File: config.mk
export PLATFORM = sky130hd
export DESIGN_NAME = serial_add_sub_unit
export DESIGN_NICKNAME = d
export VERILOG_FILES = /design/src/rtl/add_sub_pkg.sv /design/src/rtl/serial_add_sub_unit_digit_adder.sv /design/src/rtl/serial_add_sub_unit.sv
export SDC_FILE = /design/constraint.sdc
export NUM_CORES = 1
export LEC_CHECK = 0
export BUFFER_PORTS_ARGS = -buffer_cell sky130_fd_sc_hd__buf_2
export CAP_MARGIN = 20
export CORE_UTILIZATION = 58
export CTS_CLUSTER_DIAMETER = 40
export DETAILED_ROUTE_END_ITERATION = 8
export GPL_TIMING_DRIVEN = 0
export PLACE_DENSITY = 0.85
export SLEW_MARGIN = 0
export SYNTH_ARGS = -nofsm -noshare
export SYNTH_HDL_FRONTEND = slang
export SYNTH_SLANG_ARGS = --single-unit
export TNS_END_PERCENT = 100
File: constraint.sdc
create_clock -name clk -period 3.38 [get_ports clk]
set_input_delay 0.169 -clock clk [delete_from_list [all_inputs] [get_ports clk]]
set_output_delay 0.169 -clock clk [all_outputs]
set_load 0.05 [all_outputs]
File: src/rtl/add_sub_pkg.sv
// Shared types and sizing helpers for the serial add/sub unit.
package add_sub_pkg;

  typedef enum logic [1:0] {
    IDLE = 2'd0,
    RUN  = 2'd1,
    OUT  = 2'd2
  } state_e;

  function automatic int num_digits(int w, int d);
    return w / d;
  endfunction

  function automatic int cnt_width(int w, int d);
    int n;
    n = w / d;
    return (n <= 1) ? 1 : $clog2(n);
  endfunction

endpackage

File: src/rtl/serial_add_sub_unit_digit_adder.sv
// One-slice ripple adder, reused every cycle by serial_add_sub_unit.
module digit_adder #(
  parameter int DIGIT = 4
) (
  input  logic [DIGIT-1:0] a_i,
  input  logic [DIGIT-1:0] b_i,
  input  logic             cin_i,
  output logic [DIGIT-1:0] sum_o,
  output logic             cout_o,
  output logic             cmsb_o
);

  logic [DIGIT:0] c;

  always_comb begin
    c = '0;
    sum_o = '0;
    c[0] = cin_i;
    for (int i = 0; i < DIGIT; i++) begin
      sum_o[i] = a_i[i] ^ b_i[i] ^ c[i];
      c[i+1] = (a_i[i] & b_i[i]) | (c[i] & (a_i[i] ^ b_i[i]));
    end
  end

  assign cout_o = c[DIGIT];
  assign cmsb_o = c[DIGIT-1];

endmodule

File: src/rtl/serial_add_sub_unit.sv
// Digit-serial two's-complement add/sub with valid/ready handshakes.
// Optional clamp on overflow: define ADD_SUB_SAT_EN.
module serial_add_sub_unit
  import add_sub_pkg::*;
#(
  parameter int WIDTH = 16,
  parameter int DIGIT = 4
) (
  input  logic             clk,
  input  logic             rst_n,
  input  logic             in_valid,
  output logic             in_ready,
  input  logic             op_sub,
  input  logic [WIDTH-1:0] a,
  input  logic [WIDTH-1:0] b,
  output logic             out_valid,
  input  logic             out_ready,
  output logic [WIDTH-1:0] s,
  output logic             carry,
  output logic             v,
  output logic             zero,
  output logic             neg
);

  localparam int N  = num_digits(WIDTH, DIGIT);
  localparam int CW = cnt_width(WIDTH, DIGIT);

  if (WIDTH < 2 || DIGIT < 1 || (WIDTH % DIGIT) != 0) begin : g_bad
    $error("serial_add_sub_unit: DIGIT must divide WIDTH");
  end

  state_e           state_q;
  logic [CW-1:0]    cnt_q;
  logic [WIDTH-1:0] a_q;
  logic [WIDTH-1:0] b_q;
  logic             c_q;
  logic [WIDTH-1:0] s_q;
  logic             carry_q;
  logic             v_q;
  logic             zero_q;
  logic             neg_q;

  logic [DIGIT-1:0] dsum;
  logic             dcout;
  logic             dcmsb;
  logic [WIDTH-1:0] res_nxt;
  logic [WIDTH-1:0] s_fin;
  logic             v_raw;
  logic             accept;
  logic             last;

  digit_adder #(.DIGIT(DIGIT)) u_digit (
    .a_i    (a_q[DIGIT-1:0]),
    .b_i    (b_q[DIGIT-1:0]),
    .cin_i  (c_q),
    .sum_o  (dsum),
    .cout_o (dcout),
    .cmsb_o (dcmsb)
  );

  // a_q doubles as the result shift register: sum slices fill from the top
  if (DIGIT == WIDTH) begin : g_one
    assign res_nxt = dsum;
  end else begin : g_multi
    assign res_nxt = {dsum, a_q[WIDTH-1:DIGIT]};
  end

  assign v_raw = dcmsb ^ dcout;

  always_comb begin
    s_fin = res_nxt;
`ifdef ADD_SUB_SAT_EN
    if (v_raw) begin
      s_fin = res_nxt[WIDTH-1] ? {1'b0, {(WIDTH-1){1'b1}}}
                               : {1'b1, {(WIDTH-1){1'b0}}};
    end
`endif
  end

  assign in_ready = (state_q == IDLE) ||
                    (state_q == OUT && out_ready);
  assign accept = in_valid && in_ready;
  assign last = (cnt_q == CW'(N - 1));

  always_ff @(posedge clk or negedge rst_n) begin
    if (!rst_n) begin
      state_q <= IDLE;
      cnt_q   <= '0;
      a_q     <= '0;
      b_q     <= '0;
      c_q     <= 1'b0;
      s_q     <= '0;
      carry_q <= 1'b0;
      v_q     <= 1'b0;
      zero_q  <= 1'b0;
      neg_q   <= 1'b0;
    end else if (accept) begin
      a_q     <= a;
      b_q     <= b ^ {WIDTH{op_sub}};
      c_q     <= op_sub;
      cnt_q   <= '0;
      state_q <= RUN;
    end else begin
      case (state_q)
        RUN: begin
          a_q   <= res_nxt;
          b_q   <= b_q >> DIGIT;
          c_q   <= dcout;
          cnt_q <= cnt_q + CW'(1);
          if (last) begin
            cnt_q   <= '0;
            state_q <= OUT;
            s_q     <= s_fin;
            carry_q <= dcout;
            v_q     <= v_raw;
            zero_q  <= (s_fin == '0);
            neg_q   <= s_fin[WIDTH-1];
          end
        end
        OUT: if (out_ready) state_q <= IDLE;
        default: state_q <= IDLE;
      endcase
    end
  end

  assign out_valid = (state_q == OUT);
  assign s     = s_q;
  assign carry = carry_q;
  assign v     = v_q;
  assign zero  = zero_q;
  assign neg   = neg_q;

endmodule

==> reports/results.ini <==
[route]
route.vias.total=1886
wl_per_cell_um=16.23
drtAntennaViolNets=0
drt_iter0_drc=153
vias_per_cell=5.681
drc=0
wl_mm=5.387
firstDrtPassIters=4

[clock_network]
worstSkewPairLatency_ns=0.31
tritoncts=built
path_clk_slew_ns=0.09
cts-buffers-inserted=5
cts_sinks=56
post_cts_resized=0
postCtsSetupBuffers=0
clock-root-buffer=clkbuf_8
cts_max_level=2
cts_hold_buf=1
clock_path_buffers=2

[setup_path]
r2r_setup_slack_ns=0.74
worst_setup_path_endpoint=zero
start_kind=flip-flop
endpoint_kind=flip-flop
cp-startpoint=a_q[0]
slowest_stage=fa_1
crit_required_ns=3.61
r2r_start=a_q[0]
arrival_ns=2.87
crit_path_frequent_cell=fa_1
reg2reg_depth=10
reg2reg_to=zero
crit_chain=inv_1, fa_1, inv_1, fa_1, fa_1, inv_1, fa_1, nor4b_1, nand4_1, o21ai_0
path_class=reg2reg
max_stage_delay_ns=0.52
cp_max_fo=3

[finish]
n_fill_cell=356
antenna_cells=0
area_growth_pct=18.16
utilization=0.7124
layout.nets=322
drive_above_1_share=0.3286
multi_input_area_mm2=0.001101
final-seq-area_mm2=0.001401

[logic_synthesis]
yosysWarnings=0
synth_seq_cells=56
synth_nets=256
synthDistinctLibCells=29
seq_area_frac_synth=0.5338
netlist_instances=214
avgSynthCellArea_um2=12.27
synthesis.area_mm2=0.002625

[global_routing]
grt_overflow=0
grt_max_degree=33
antenna_found_initial=0
grt_pass1_vias=1897
grt_pass1_wl_mm=9.073
track_usage=0.2453

[timing]
final_hold_viol_count=0
rsz0062_at_grt=false
post-route-min-period_ns=2.637
finalSetupViolations=0
whs_ns=0.08364
slew_violations=0
fmax_ghz=0.3793
skew_ns=0.007738
finalCritPeriodShare=0.7801
setup_tns_ns=0
relSlewSlack=0.6313
tightest_slew_ns=0.5530

[die]
coreArea_mm2=0.004354
row_count=24
start_util=0.6029
io_pins=59
die-area_mm2=0.004799
dieWidth_um=69.28
die_h_um=69.28

[placed_design]
gp_congestion=0.7924
place_hpwl_mm=3.974
place.port_buffers=57

[job]
maxCapViolCount=0

[power_and_ir_drop]
power_density_mw_per_mm2=1101
finalPower_mw=3.415
peakVddDrop_mv=0.6544
p_leak_nw=1.521

[hold_path]
hold_depth=2
holdCritPathClass=in2reg

[outcome]
status=finished clean

cell usage in the layout (no fill, tap or decap), types with 7 or more instances in the layout:
cell type / instances
a221o_1: 28
and2_1: 25
buf_2: 65
clkbuf_8: 7
dfrtp_1: 56
inv_1: 10
mux2_2: 14
nand2_1: 12
o21ai_0: 8
xor2_1: 13
cell usage after synthesis (all sizes together):
master / count / area share
ha: 1 / 0.0048
inv: 10 / 0.014
xor2: 13 / 0.043
o21bai: 1 / 0.0029
nand3b: 1 / 0.0029
nor4: 2 / 0.0048
nand2b: 2 / 0.0048
nor3: 2 / 0.0057
clkbuf: 4 / 0.0057
and2: 25 / 0.060
a21o: 1 / 0.0029
nor2: 4 / 0.0057
o31a: 1 / 0.0033
nand4: 1 / 0.0024
mux2: 14 / 0.060
o21ai: 8 / 0.015
nor4b: 2 / 0.0067
mux2i: 5 / 0.019
xnor2: 4 / 0.013
dfrtp: 56 / 0.53
buf: 11 / 0.027
a221o: 28 / 0.11
nand2: 12 / 0.017
nor2b: 2 / 0.0076
fa: 4 / 0.031
stage by stage:
stage	cell area, µm²	setup slack, ns	cells
floorplan	2625	1.078	214
global placement	2975	0.9090	323
detailed placement	2995	0.7954	324
CTS	3102	0.7646	332
global route	3102	0.6362	332
finish	3102	0.7432	332
flip-flops by register name, indices dropped and copies added (netlist names):
name,flops
a_q,16
b_q,16
s,16
cnt_q,2
state_q,2
c_q,1
carry,1
v,1
zero,1
routing by layer:
layer | up-vias | share of wire | GRT usage
met2 | 57 | 0.49 | 0.3862
li1 | 887 | - | -
met5 | - | 0 | 0
met3 | 10 | 0.047 | 0.04070
met4 | 0 | 0.019 | 0.1088
met1 | 932 | 0.44 | 0.3377
worst max-delay path: cells and delay by family, from the launching register on:
family | cells | cell delay, ns
adder cells (fa/ha/maj) | 4 | 1.33
AND/OR/NAND/NOR | 2 | 0.48
flip-flops | 1 | 0.36
buffers and inverters | 3 | 0.20
AO/OA/AOI/OAI | 1 | 0.19
worst min path at each step:
stage                     endpoint  slack, ns   from
after floorplan             a_q[0]      -0.13  rst_n
after global placement     a_q[10]       0.40  a[10]
after detailed placement    b_q[0]       0.19  rst_n
after CTS                   a_q[8]       0.09   a[8]
after global routing       a_q[10]       0.08  a[10]
final                      a_q[10]       0.08  a[10]
cell families (layout without fill, tap and decap cells):
kind of cell | after synthesis | in the layout | synth area share
buf+inv | 25 | 91 | 0.04671
flops | 56 | 56 | 0.5338
fa+ha+maj | 5 | 5 | 0.03527
compound gates | 39 | 39 | 0.1311
simple gates | 53 | 53 | 0.1173
xor+xnor | 17 | 17 | 0.05672
mux | 19 | 19 | 0.07912
power by group:
group	total (mW)	internal, mW	switching, mW
sequential	1.21	0.995	0.213
combinational	1.82	0.739	1.08
clock	0.384	0.183	0.201
total	3.41	1.92	1.50
layout make-up:
class	instances	area share
clock buffers	7	0.03106
multi-input cells	133	0.3550
plain buffers	15	0.02743
inverters	10	0.01210
repair buffers	59	0.1017
flip-flops and latches	56	0.4518
well taps	52	0.02098
Power figures use the tool's default switching activity.
